**src/rtl/ones_count_pattern_gen_if.sv**
```systemverilog
// Request/result bundle between a ones-count code source and the pattern generator.
interface ones_count_pattern_gen_if;
    logic [2:0] code;
    logic       load;
    logic [3:0] pattern;
    logic       busy;
    logic       done;
    logic       code_err;

    modport master (output code, load, input pattern, busy, done, code_err);
    modport slave  (input code, load, output pattern, busy, done, code_err);
endinterface

```
**src/rtl/ones_count_pattern_gen.sv**
```systemverilog
// Generates 4-bit patterns with `code` bits set, rotated once per TICK_DIV cycles; load->pattern 1 cycle, load->done 1+4*TICK_DIV.
// No backpressure: loads in RUN are ignored. PATTERN_GEN_CONTINUOUS_EN makes RUN repeat revolutions and accept restarts.
module ones_count_pattern_gen #(
    parameter int TICK_DIV = 4,
    parameter int CNT_W    = 26
) (
    input  logic                    clk,
    input  logic                    reset,
    ones_count_pattern_gen_if.slave bus
);
    typedef enum logic {IDLE, RUN} state_t;

    localparam logic [CNT_W-1:0] TICK_LAST = CNT_W'(TICK_DIV - 1);

    state_t           state_q, state_d;
    logic [CNT_W-1:0] presc_q, presc_d;
    logic [1:0]       step_q, step_d;
    logic [3:0]       pattern_q, pattern_d;
    logic             busy_q, busy_d;
    logic             done_q, done_d;
    logic             err_q, err_d;
    logic             tick_step;

    function automatic logic [3:0] therm(input logic [2:0] c);
        case (c)
            3'd1:    therm = 4'b0001;
            3'd2:    therm = 4'b0011;
            default: therm = 4'b0111;
        endcase
    endfunction

    always_ff @(posedge clk or posedge reset) begin
        if (reset) begin
            state_q   <= IDLE;
            presc_q   <= '0;
            step_q    <= '0;
            pattern_q <= '0;
            busy_q    <= 1'b0;
            done_q    <= 1'b0;
            err_q     <= 1'b0;
        end else begin
            state_q   <= state_d;
            presc_q   <= presc_d;
            step_q    <= step_d;
            pattern_q <= pattern_d;
            busy_q    <= busy_d;
            done_q    <= done_d;
            err_q     <= err_d;
        end
    end

    always_comb begin
        state_d   = state_q;
        presc_d   = presc_q;
        step_d    = step_q;
        pattern_d = pattern_q;
        done_d    = 1'b0;
        err_d     = 1'b0;
        tick_step = 1'b0;
        case (state_q)
            IDLE: begin
                if (bus.load) begin
                    if (bus.code > 3'd4) begin
                        err_d = 1'b1;
                    end else if (bus.code == 3'd0 || bus.code == 3'd4) begin
                        // code[2] alone distinguishes 0 (all clear) from 4 (all set)
                        pattern_d = {4{bus.code[2]}};
                        done_d    = 1'b1;
                    end else begin
                        pattern_d = therm(bus.code);
                        presc_d   = '0;
                        step_d    = '0;
                        state_d   = RUN;
                    end
                end
            end
            RUN: begin
                tick_step = 1'b1;
`ifdef PATTERN_GEN_CONTINUOUS_EN
                if (bus.load) begin
                    if (bus.code > 3'd4) begin
                        err_d = 1'b1;
                    end else if (bus.code == 3'd0 || bus.code == 3'd4) begin
                        pattern_d = {4{bus.code[2]}};
                        done_d    = 1'b1;
                        state_d   = IDLE;
                        tick_step = 1'b0;
                    end else begin
                        pattern_d = therm(bus.code);
                        presc_d   = '0;
                        step_d    = '0;
                        tick_step = 1'b0;
                    end
                end
`endif
                if (tick_step) begin
                    if (presc_q == TICK_LAST) begin
                        presc_d   = '0;
                        pattern_d = {pattern_q[2:0], pattern_q[3]};
                        if (step_q == 2'd3) begin
                            // a rejected load in the same cycle wins; done and code_err stay exclusive
                            done_d = ~err_d;
                            step_d = '0;
`ifndef PATTERN_GEN_CONTINUOUS_EN
                            state_d = IDLE;
`endif
                        end else begin
                            step_d = step_q + 2'd1;
                        end
                    end else begin
                        presc_d = presc_q + 1'b1;
                    end
                end
            end
            default: state_d = IDLE;
        endcase
        busy_d = (state_d == RUN);
    end

    assign bus.pattern  = pattern_q;
    assign bus.busy     = busy_q;
    assign bus.done     = done_q;
    assign bus.code_err = err_q;
endmodule

```
**src/flat_wrapper.sv**
```systemverilog
// flat-port wrapper written by rule: the top's interface ports become plain ports
module ones_count_pattern_gen_flat 
#(
    parameter int TICK_DIV = 4,
    parameter int CNT_W    = 26
)
  (clk, reset, bus_code, bus_load, bus_pattern, bus_busy, bus_done, bus_code_err);
  ones_count_pattern_gen_if bus_i ();
  input  logic clk;
  input  logic reset;
  input wire logic [$bits(bus_i.code)-1:0] bus_code;
  input wire logic [$bits(bus_i.load)-1:0] bus_load;
  output wire logic [$bits(bus_i.pattern)-1:0] bus_pattern;
  output wire logic [$bits(bus_i.busy)-1:0] bus_busy;
  output wire logic [$bits(bus_i.done)-1:0] bus_done;
  output wire logic [$bits(bus_i.code_err)-1:0] bus_code_err;
  assign bus_i.code = bus_code;
  assign bus_i.load = bus_load;
  assign bus_pattern = bus_i.pattern;
  assign bus_busy = bus_i.busy;
  assign bus_done = bus_i.done;
  assign bus_code_err = bus_i.code_err;
  ones_count_pattern_gen #(.TICK_DIV(TICK_DIV), .CNT_W(CNT_W)) u_core (.clk(clk), .reset(reset), .bus(bus_i));
endmodule
```
**config.mk**
```make
export PLATFORM = sky130hd
export DESIGN_NAME = ones_count_pattern_gen_flat
export DESIGN_NICKNAME = d
export VERILOG_FILES = /design/src/rtl/ones_count_pattern_gen_if.sv /design/src/rtl/ones_count_pattern_gen.sv /design/src/flat_wrapper.sv
export SDC_FILE = /design/constraint.sdc
export NUM_CORES = 1
export LEC_CHECK = 0
export ABC_CLOCK_PERIOD_IN_PS = 1800
export CAP_MARGIN = 25
export CORE_MARGIN = 5
export CORE_UTILIZATION = 50
export CTS_CLUSTER_SIZE = 14
export DETAILED_ROUTE_END_ITERATION = 16
export PLACE_DENSITY_LB_ADDON = 0.15
export SLEW_MARGIN = 15
export SYNTH_ARGS = -nofsm -noshare
export SYNTH_HDL_FRONTEND = slang
export SYNTH_SLANG_ARGS = --single-unit
```
**constraint.sdc**
```tcl
create_clock -name clk -period 1.8 [get_ports clk]
set_input_delay 0.27 -clock clk [delete_from_list [all_inputs] [get_ports clk]]
set_output_delay 0.27 -clock clk [all_outputs]
set_load 0.01 [all_outputs]
```
# After elaboration in Yosys (flattened, before gate mapping)
# Index checks and enable logic that the tools add are counted.
[op_classes] magnitude_cmp=1 shifts=0 n_eq_ne=9 n_mul=0 n_div=0 addsub=2 bitwise=1 n_reduce_logical=5 n_mux=32
[op_table] operator="$mux 26" n=4
[op_table] operator="$pmux 26 s2" n=1
[op_table] operator="$add 26x1->26 const B" n=1
[op_table] operator="$eq 26x2->1 const B" n=1
[op_table] operator="$mux 4" n=4
[op_table] operator="$mux 1" n=13
[op_table] operator="$mux 2" n=5
[op_table] operator="$ne 2x2->1 const B" n=4
[op_table] operator="$pmux 4 s2" n=1
[op_table] operator="$pmux 3 s2" n=1
[op_table] operator="$reduce_and 3->1" n=2
[op_table] operator="$pmux 1 s2" n=2
[op_table] operator="$pmux 2 s2" n=1
[op_table] operator="$reduce_and 4->1" n=1
[op_table] operator="$eq 3x1->1 const B" n=1
[op_table] operator="$eq 3x2->1 const B" n=1
[op_table] operator="$eq 3x3->1 const B" n=1
[op_table] operator="$gt 3x3->1 const B" n=1
[op_table] operator="$logic_not 3->1" n=1
[op_table] operator="$add 2x1->2 const B" n=1
[op_table] operator="$eq 2x2->1 const B" n=1
[op_table] operator="$logic_or 1x1->1" n=1
[op_table] operator="$not 1->1" n=1
[word_totals] reg_bits=35 word_cells=56 rom_bits=0 latch_bits=0 n_memories=0 in_bits=6 ram_bits=0 out_inout_bits=7

# Depth between registers and ports, before layout
# Gate-level depths: netlist (run 1).
[logic_depth] ltp_word=6 ltp_mapped=7 ltp_nobuf=6

# Worst setup path after synthesis (run 1)
# OpenSTA, ideal clock, no wires.
[synth_path] path_type="reg2reg" startpoint="register u_core.presc_q[0]" endpoint="register u_core.presc_q[13]" arrival_ns=1.921 t_required_ns=1.705 setup_time_ns=0.095 synth_period_minus_slack_ns=2.016 path_buffers=1 setup_slack_ns=-0.216 stages_incl_launch_ff=8 cell_sequence="dfrtp_1 -> ha_1 -> nor4b_1 -> and3_1 -> a21oi_1 -> clkbuf_1 -> nand2_1 -> o31ai_1"
[synth_via] elab_chain_len=3 elab_cells_between_ends=4 classes_between="add/sub (1); eq/ne (1); mux (2)"
[synth_rtl] element="from (decl)" line_no="ones_count_pattern_gen.sv:16" source="logic [CNT_W-1:0] presc_q, presc_d;"
[synth_rtl] element="from (signal assigned)" line_no="ones_count_pattern_gen.sv:43" source="presc_q <= presc_d;"
[synth_rtl] element="$add 26x1->26 or $eq 26x2->1 (tied branches)" line_no="ones_count_pattern_gen.sv:111, ones_count_pattern_gen.sv:97"
[synth_rtl] element="$mux 26 (*)" line_no="ones_count_pattern_gen.sv:97" source="if (presc_q == TICK_LAST) begin"
[synth_rtl] element="$pmux 26 s2 (*)" line_no="ones_count_pattern_gen.sv:60" source="case (state_q)"
# Every way passes the cells marked *; elsewhere a longest branch is shown, timed or not.
# A chain may end at the register's enable or synchronous reset.

# Worst setup path after layout (run 1)
[layout_path] startpoint="register u_core.presc_q[0]" endpoint="register u_core.presc_q[24]"
# The elaborated chain is that of the path after synthesis.

==> results.toml, run 1 <==
[critical_path]
critPathKind = "reg -> reg"
reg2reg_slack_ps = -170
critPathLaunchType = "flip-flop"
crit_required_ps = 2040
r2r_end = "u_core.presc_q[24]"
setup.worst_path.end = "u_core.presc_q[24]"
critPathMaxFanout = 3
rr_worst_depth = 8
crit_start = "u_core.presc_q[0]"
cp-end-kind = "flip-flop"
reg2reg_from = "u_core.presc_q[0]"
critPathArrivalTime_ps = 2210

[timing]
timing_max_transition_violations_final = 0
rsz0062_at_grt = "true"
setup_slack_ps = -174
setup_violations = 27
maxSlewHeadroom_pct = 69.6
fin_crit_sh_pct = 110
finalHoldViolations = 0
worstMarginPinSlew_ps = 452
skew_ps = 11.2
min_period_ps = 1970
max_freq_ghz = 0.507

[yosys]
ys_types = 41
syn_avg_cell_area_um2 = 8.67
ys_seq_area_share_pct = 44.7
synth_edf_count = 0
synthTopCellsByArea = "dfrtp_1 (45%), nand2_1 (6.1%), a31oi_1 (4.5%)"
netlist_instances = 226
synthFlopType = "dfrtp_1"
syn-num-nets = 234
synthArstFlopShare_pct = 100
yosysTopAreaCell = "dfrtp_1"
ys_warn_count = 0
yosysMostFrequentCell = "dfrtp_1"
synthTopCellsByCount = "dfrtp_1 (35), nand2_1 (32), a21oi_1 (15), nor2_1 (15), a31oi_1 (14)"
netlist_area_mm2 = 0.00196
synth_seq_cells = 35
synth_top_cell_area_share_pct = 44.7

[clocking]
cts_buffers = 5
cts-root-buf = "clkbuf_8"
cts_tree = "built"
clockBufferDepth = 2
cts.sinks = 35
htreeDepth = 2
worst_skew_pair.late_latency_ps = 300
clk_pin_slew_worst_paths_ps = 80

[die]
die-area_mm2 = 0.00527
fp.dieH_um = 72.6
die_width_um = 72.6
core_mm2 = 0.00372
start_util_pct = 52.7
ioPinCount = 13
std_cell_rows = 22

[power_and_ir_drop]
pwr-share-clk_pct = 17.9
p_sw_share_pct = 38.4
p_comb_share_pct = 45.6
peakVddDrop_v = 0.00114
power_switching_uw = 1390
power.density_mw_per_mm2 = 1130
internal_power_uw = 2230
seq_power_share_pct = 36.5
power_leakage_uw = 0.00144

[final_layout]
areaGrowthSynthToFinish_pct = 63.3
layout-drive-gt1-share_pct = 45.0
fin_nets = 325
antennaDiodeCount = 0
final_util_pct = 86.1
final_cell_area_mm2 = 0.00320

[detailed_routing]
drt_iter0_drc = 290
wirelength_mm = 7.43
wl_per_cell_um = 20.3
antenna_left = 0
num_vias = 2368
viasPerCell = 6.47
drc_errors = 0
drtPass1Iterations = 6

[grt]
grt_max_degree = 26
grt_pass1_wl_mm = 9.93
grt_pass1_vias = 2171
antenna_found_initial = 0
overflow = 0
grt_usage_pct = 24.1

[status]
status = "complete, but fails checks"
failed_checks = "negative setup slack"

[job]
drv_cap = 0

[place]
port-buffer-count = 12
postPlaceCellArea_mm2 = 0.00262
hpwlAfterDp_mm = 4.07
gp_congestion = 0.843

[min_path]
hold_path_class = "in -> async"
[area by class of cell]
| class | instances | area [µm²] |
|---|---|---|
| well taps | 48 | 60.1 |
| inverters | 7 | 26.3 |
| repair buffers | 93 | 818 |
| multi-input cells | 175 | 1310 |
| flip-flops and latches | 35 | 881 |
| fillers | 181 | 517 |
| clock buffers | 8 | 100 |
[cell families (layout without fill, tap and decap cells)]
kind of cell	Yosys count	count (layout)	share of synthesized area, %
AO/OA/AOI/OAI	68	69	22.3
multiplexers	2	2	1.02
XOR/XNOR	1	1	0.447
adder cells (fa/ha/maj)	2	2	1.28
flip-flops	35	35	44.7
buffers and inverters	17	108	3.45
AND/OR/NAND/NOR	101	101	26.8
[worst min-delay path by stage]
| stage | from | to | cells past startpoint |
|---|---|---|---|
| 2_1_floorplan | bus_code[2] | u_core.bus.code_err | 2 |
| 3_3_place_gp | u_core.presc_q[25] | u_core.presc_q[25] | 1 |
| 3_5_place_dp | u_core.presc_q[25] | u_core.presc_q[25] | 1 |
| 4_1_cts | reset | u_core.presc_q[12] | 3 |
| 5_1_grt | reset | u_core.presc_q[12] | 3 |
| 6_report | reset | u_core.presc_q[12] | 3 |
[sequential cells by signal, indices dropped and copies added, names as in the netlist]
register / cells
u_core.bus.code_err: 1
u_core.bus.done: 1
u_core.bus.pattern: 4
u_core.presc_q: 26
u_core.state_q: 1
u_core.step_q: 2
[layout by cell type, fill, tap and decap left out, drive strengths merged, types with 2 or more instances in the layout]
cell           Yosys  layout
a31oi             14      14
inv                7       7
nand2b             2       2
nor4               8       8
nand2             32      32
o21ai             14      14
a21o               6       6
dfrtp             35      35
and3               4       4
buf                3      80
nor2              15      15
mux2i              2       2
a22o               4       4
or4                3       3
nand3             13      13
nor3              11      11
a311oi             2       2
a21oi             15      16
clkbuf             7       9
ha                 2       2
a211oi             2       2
o211ai             4       4
clkdlybuf4s50      0      12
and4               3       3
nand4              6       6
or2                2       2
[power groups by stage]
stage	sequential [µW]	clock (µW)	combinational, µW
floorplan	1270	0	559
global placement	1260	0	1190
detailed placement	1260	0	1220
CTS	1260	651	1340
global route	1350	693	1760
finish	1320	646	1650
[through the flow]
stage	cells	total power [µW]	hold slack [ps]	TNS (ps)	setup WS (ps)
2_1_floorplan	226	1830	383	-395	-154
3_3_place_gp	343	2450	498	-1390	-149
3_5_place_dp	343	2480	504	-3150	-188
4_1_cts	357	3250	279	-197	-73.0
5_1_grt	366	3800	296	-5810	-284
6_report	366	3620	271	-1720	-174
[critical path: stages (launching register included)]
cell and delay (ps):
dfrtp_1 370, ha_2 210, buf_6 90, nand4_1 150, nor4_2 310, buf_4 200, nand3_4 80, or4_4 420
nand3_2 80
[routing by layer]
layer / track usage (%) / wire length, µm / vias up
li1: - / - / 1044
met1: 32.0 / 3040 / 1140
met5: 0 / 0 / -
met2: 38.2 / 3560 / 153
met4: 10.5 / 258 / 0
met3: 4.68 / 563 / 31
[what timing repair did]
action | in CTS | in global routing
resized for setup | 18 | 64
endpoints found under the setup margin | 27 | 32
hold buffers | 0 | 0
buffers inserted | 5 | 8
gates cloned | 1 | 1
pin swaps | 12 | 27
Note: power is estimated with default switching activity, not from simulation.
==> run 2, diff against run 1 <==
--- a/config.mk
+++ b/config.mk
@@ -5,14 +5,14 @@
 export SDC_FILE = /design/constraint.sdc
 export NUM_CORES = 1
 export LEC_CHECK = 0
-export ABC_CLOCK_PERIOD_IN_PS = 1800
+export ABC_CLOCK_PERIOD_IN_PS = 2200
 export CAP_MARGIN = 25
 export CORE_MARGIN = 5
 export CORE_UTILIZATION = 50
 export CTS_CLUSTER_SIZE = 14
 export DETAILED_ROUTE_END_ITERATION = 16
 export PLACE_DENSITY_LB_ADDON = 0.15
-export SLEW_MARGIN = 15
+export SLEW_MARGIN = 20
 export SYNTH_ARGS = -nofsm -noshare
 export SYNTH_HDL_FRONTEND = slang
 export SYNTH_SLANG_ARGS = --single-unit
==> constraint.sdc (replaced) <==
create_clock -name clk -period 2.2 [get_ports clk]
set_input_delay 0.33 -clock clk [delete_from_list [all_inputs] [get_ports clk]]
set_output_delay 0.33 -clock clk [all_outputs]
set_load 0.01 [all_outputs]
==> run 2 against run 1 <==
Net effect:
- the flow now finishes without violations
- clock skew shrank 4.7 ps
- sequential power fell by 17%
- global-route usage is 4.7 points lower
- worst hold slack better by 170 ps
- power is 39% lower
- critical path type unchanged
- largest power group is now registers
==> results.toml, run 2 (synthesis results as in run 1) <==
[clocking]
cts_buffers = 5
cts_hold_buf = 0
postCtsSetupRepairBufs = 0
clockBufferDepth = 2
cts.sinks = 35
clk_pin_slew_worst_paths_ps = 70
worst_skew_pair.late_latency_ps = 290
htreeDepth = 2
cts-root-buf = "clkbuf_8"
cts_tree = "built"

[grt]
overflow = 0
grt_usage_pct = 19.4
antenna_found_initial = 0
grt_pass1_vias = 1663
grt_pass1_wl_mm = 7.95
grt_max_degree = 36

[critical_path]
r2r_end = "u_core.presc_q[21]"
rr_worst_depth = 5
critPathMaxFanout = 7
critPathKind = "reg -> reg"
critPathArrivalTime_ps = 2310
cp-end-kind = "flip-flop"
reg2reg_slack_ps = 120
reg2reg_from = "u_core.presc_q[5]"
crit_required_ps = 2430
critPathLaunchType = "flip-flop"

[power_and_ir_drop]
power.density_mw_per_mm2 = 944
power_uw = 2220
power_leakage_uw = 0.00101
peakVddDrop_v = 0.000711

[min_path]
hold_path_class = "in -> async"

[place]
pre_cts_slack_ps = 95.2
port-buffer-count = 12
gp_congestion = 0.801
hpwlAfterDp_mm = 3.26

[detailed_routing]
drt_iter0_drc = 118
wl_per_cell_um = 15.5
drc_errors = 0
drtPass1Iterations = 4
num_vias = 1817
wirelength_mm = 4.65
viasPerCell = 6.04
antenna_left = 0

[timing]
skew_ps = 6.50
finalHoldViolations = 0
fin_crit_sh_pct = 94.4
max_freq_ghz = 0.482
worstMarginPinSlew_ps = 510
setup_slack_ps = 124
maxSlewHeadroom_pct = 65.8
rsz0062_at_grt = "false"
min_period_ps = 2080
finalSetupTns_ps = 0
timing_max_transition_violations_final = 0
setup_violations = 0
worst_hold_slack_ps = 438

[die]
start_util_pct = 52.7
fp.dieH_um = 72.6
std_cell_rows = 22
core_mm2 = 0.00372
die-area_mm2 = 0.00527
ioPinCount = 13
die_width_um = 72.6

[final_layout]
largest_reg_flops = 26
regMostFlops = "u_core.presc_q"
layout-drive-gt1-share_pct = 14.2
fin_nets = 261
final_common_cell = "dfrtp_1"
areaGrowthSynthToFinish_pct = 20.1
antennaDiodeCount = 0
final_cell_mix = "dfrtp_1 (35), nand2_1 (32), buf_4 (17), nor2_1 (15)"

[job]
drv_cap = 0

[status]
status = "finished, final reports clean"
==> run 2: worst max-delay path by stage <==
stage / depth (start not counted) / slack (ps) / end / start
after floorplan: 7 / 180 / u_core.presc_q[13] / u_core.presc_q[0]
after global placement: 7 / 80 / u_core.presc_q[24] / u_core.presc_q[0]
after detailed placement: 7 / 100 / u_core.presc_q[24] / u_core.presc_q[0]
after CTS: 7 / 60 / u_core.presc_q[24] / u_core.presc_q[0]
after global routing: 7 / 20 / u_core.presc_q[24] / u_core.presc_q[0]
final: 5 / 120 / u_core.presc_q[21] / u_core.presc_q[5]
==> run 2: timing repair <==
item / in CTS / in global routing
endpoints found under the setup margin: 0 / 2
resized for setup: 0 / 3
endpoints found under the hold margin: 0 / 0
==> run 2: critical path: stages, from the launching register on <==
cell	delay, ps
dfrtp_1	510
nand4_4	130
or4_4	570
or2_4	260
or4_1	470
nand3_1	80
==> run 2: routing by layer <==
layer	track usage [%]	part of all wire, %	vias up
met5	0	0	-
met4	7.38	1.8	0
met3	4.27	5.2	10
met2	29.7	45	50
met1	26.7	48	855
li1	-	-	902
==> run 2: power by group <==
part / switching (µW) / internal [µW]
combinational: 315 / 328
clock: 227 / 245
sequential: 271 / 834
==> run 2: stage by stage <==
| stage | util [%] | cell area, µm² | cells |
|---|---|---|---|
| 2_1_floorplan | - | 1960 | 226 |
| 3_3_place_gp | 60.5 | 2250 | 294 |
| 3_5_place_dp | 60.5 | 2250 | 294 |
| 4_1_cts | 62.9 | 2340 | 301 |
| 5_1_grt | 63.3 | 2350 | 301 |
| 6_report | 63.3 | 2350 | 301 |
==> run 2: layout make-up <==
cell class              instances  area, µm²
fillers                       322       1360
inverters                       7       26.3
multi-input cells             174       1030
flip-flops and latches         35        876
repair buffers                 30        268
well taps                      48       60.1
clock buffers                   6       82.6
clock inverters                 1       5.00
==> run 3, diff against run 2 <==
--- a/config.mk
+++ b/config.mk
@@ -6,12 +6,11 @@
 export NUM_CORES = 1
 export LEC_CHECK = 0
 export ABC_CLOCK_PERIOD_IN_PS = 2200
-export CAP_MARGIN = 25
 export CORE_MARGIN = 5
 export CORE_UTILIZATION = 50
 export CTS_CLUSTER_SIZE = 14
 export DETAILED_ROUTE_END_ITERATION = 16
-export PLACE_DENSITY_LB_ADDON = 0.15
+export PLACE_DENSITY = 0.69
 export SLEW_MARGIN = 20
 export SYNTH_ARGS = -nofsm -noshare
 export SYNTH_HDL_FRONTEND = slang
==> run 3 against run 2 <==
Net effect:
- global-route usage up 1.0 points
- routed wire length up 5.4%
- clock skew decreased by 0.64 ps
- non-clock buffer count shrank 3
- fmax hardly changed
- critical path depth stayed put
- combinational power down 4.5%
- sequential share of layout area rose by 0.50 points
- largest cell class unchanged
- largest power group unchanged
- highest routed layer unchanged
==> results.toml, run 3 (synthesis results as in run 1) <==
[critical_path]
critPathKind = "reg -> reg"
cp_slowest_cell = "or4_4"
reg2reg_slack_ps = 120
critPathArrivalTime_ps = 2290
critPathMaxFanout = 7
cp-end-kind = "flip-flop"
crit_start = "u_core.presc_q[11]"
reg2reg_from = "u_core.presc_q[11]"
path_cells = "nand4_1 -> or4_4 -> or2_4 -> or4_1 -> nand3_1"
r2r_end = "u_core.presc_q[21]"
crit_required_ps = 2420
max_stage_delay_ps = 560
rr_worst_depth = 5
critPathLaunchType = "flip-flop"

[clocking]
htreeDepth = 2
postCtsSetupRepairBufs = 0
cts_tree = "built"
clockBufferDepth = 2
cts_buffers = 5
clk_pin_slew_worst_paths_ps = 70
worst_skew_pair.late_latency_ps = 280
cts.sinks = 35
cts-root-buf = "clkbuf_8"

[grt]
grt_max_degree = 22
grt_usage_pct = 20.4
grt_pass1_wl_mm = 8.45
grt_pass1_vias = 1817
antenna_found_initial = 0
overflow = 0

[min_path]
hold_path_class = "in -> async"

[final_layout]
final_cell_mix = "dfrtp_1 (35), nand2_1 (32), nor2_1 (15), buf_4 (15)"
regMostFlops = "u_core.presc_q"
fin_nets = 258
antennaDiodeCount = 0
layout-drive-gt1-share_pct = 12.7
areaGrowthSynthToFinish_pct = 18.5
final_common_cell = "dfrtp_1"
fillers = 330
largest_reg_flops = 26

[timing]
timing_max_transition_violations_final = 0
setup_violations = 0
min_period_ps = 2080
finalHoldViolations = 0
max_freq_ghz = 0.482
maxSlewHeadroom_pct = 59.0
skew_ps = 5.86
rsz0062_at_grt = "false"
fin_crit_sh_pct = 94.4
worstMarginPinSlew_ps = 609
setup_slack_ps = 124
finalSetupTns_ps = 0

[power_and_ir_drop]
power.density_mw_per_mm2 = 968
peakVddDrop_v = 0.000510
power_leakage_uw = 0.000996

[detailed_routing]
num_vias = 1871
wirelength_mm = 4.91
antenna_left = 0
viasPerCell = 6.26
dr_wl_met2_mm = 2.16
drt_iter0_drc = 200
drtPass1Iterations = 5
dr_wl_met3_um = 366
top_layer_used = "met4"
drc_errors = 0
wl_per_cell_um = 16.4
wl_met1_mm = 2.33

[die]
std_cell_rows = 22
die_width_um = 72.6
ioPinCount = 13
fp.dieH_um = 72.6
start_util_pct = 52.7
die-area_mm2 = 0.00527
core_mm2 = 0.00372

[place]
gp_congestion = 0.910
port-buffer-count = 12
hpwlAfterDp_mm = 3.52
pre_cts_slack_ps = 94.4

[job]
drv_cap = 0

[status]
status = "finished, final reports clean"
[run 3: worst max path at each step]
stage | endpoint | depth (start not counted) | slack, ps
3_3_place_gp | u_core.presc_q[18] | 7 | 140
4_1_cts | u_core.presc_q[18] | 7 | 80
6_report | u_core.presc_q[21] | 5 | 120
2_1_floorplan | u_core.presc_q[13] | 7 | 180
5_1_grt | u_core.presc_q[24] | 7 | 30
3_5_place_dp | u_core.presc_q[18] | 7 | 90
[run 3: report_power, final]
group	leakage [µW]	internal [µW]	total (µW)	switching, µW
clock network	0.0000515	286	515	229
logic	0.000500	315	614	299
registers	0.000444	834	1120	285
[run 3: area by class of cell]
cell class	instances	area [µm²]	share of cell area (%)
repair buffers	27	233	10.0
well taps	48	60.1	2.59
flip-flops and latches	35	876	37.7
multi-input cells	174	1030	44.2
clock buffers	8	100	4.31
inverters	7	26.3	1.13
[run 3: what timing repair did]
action                     in CTS  in global routing
resized for setup               0                  2
setup endpoints to repair       0                  5
hold buffers                    0                  0
[run 3: worst max-delay path, delay by kind of cell (launching register included)]
family / cells / cell delay (ps)
and+or+nand+nor: 5 / 1560
DFF: 1 / 460
[run 3: metrics by stage]
stage	area [µm²]	power, µW	hold WS, ps	util [%]	std cells
CTS	2310	2240	376	62.3	299
global route	2320	2400	410	62.5	299
detailed placement	2210	1730	503	59.6	291
floorplan	1960	1490	443	-	226
global placement	2210	1700	502	59.6	291
finish	2320	2250	367	62.5	299
[run 3: metal layers]
| metal | track usage [%] | vias to the layer above |
|---|---|---|
| met1 | 27.6 | 891 |
| li1 | - | 898 |
| met4 | 7.99 | 0 |
| met2 | 30.3 | 76 |
| met3 | 6.61 | 6 |
| met5 | 0 | - |
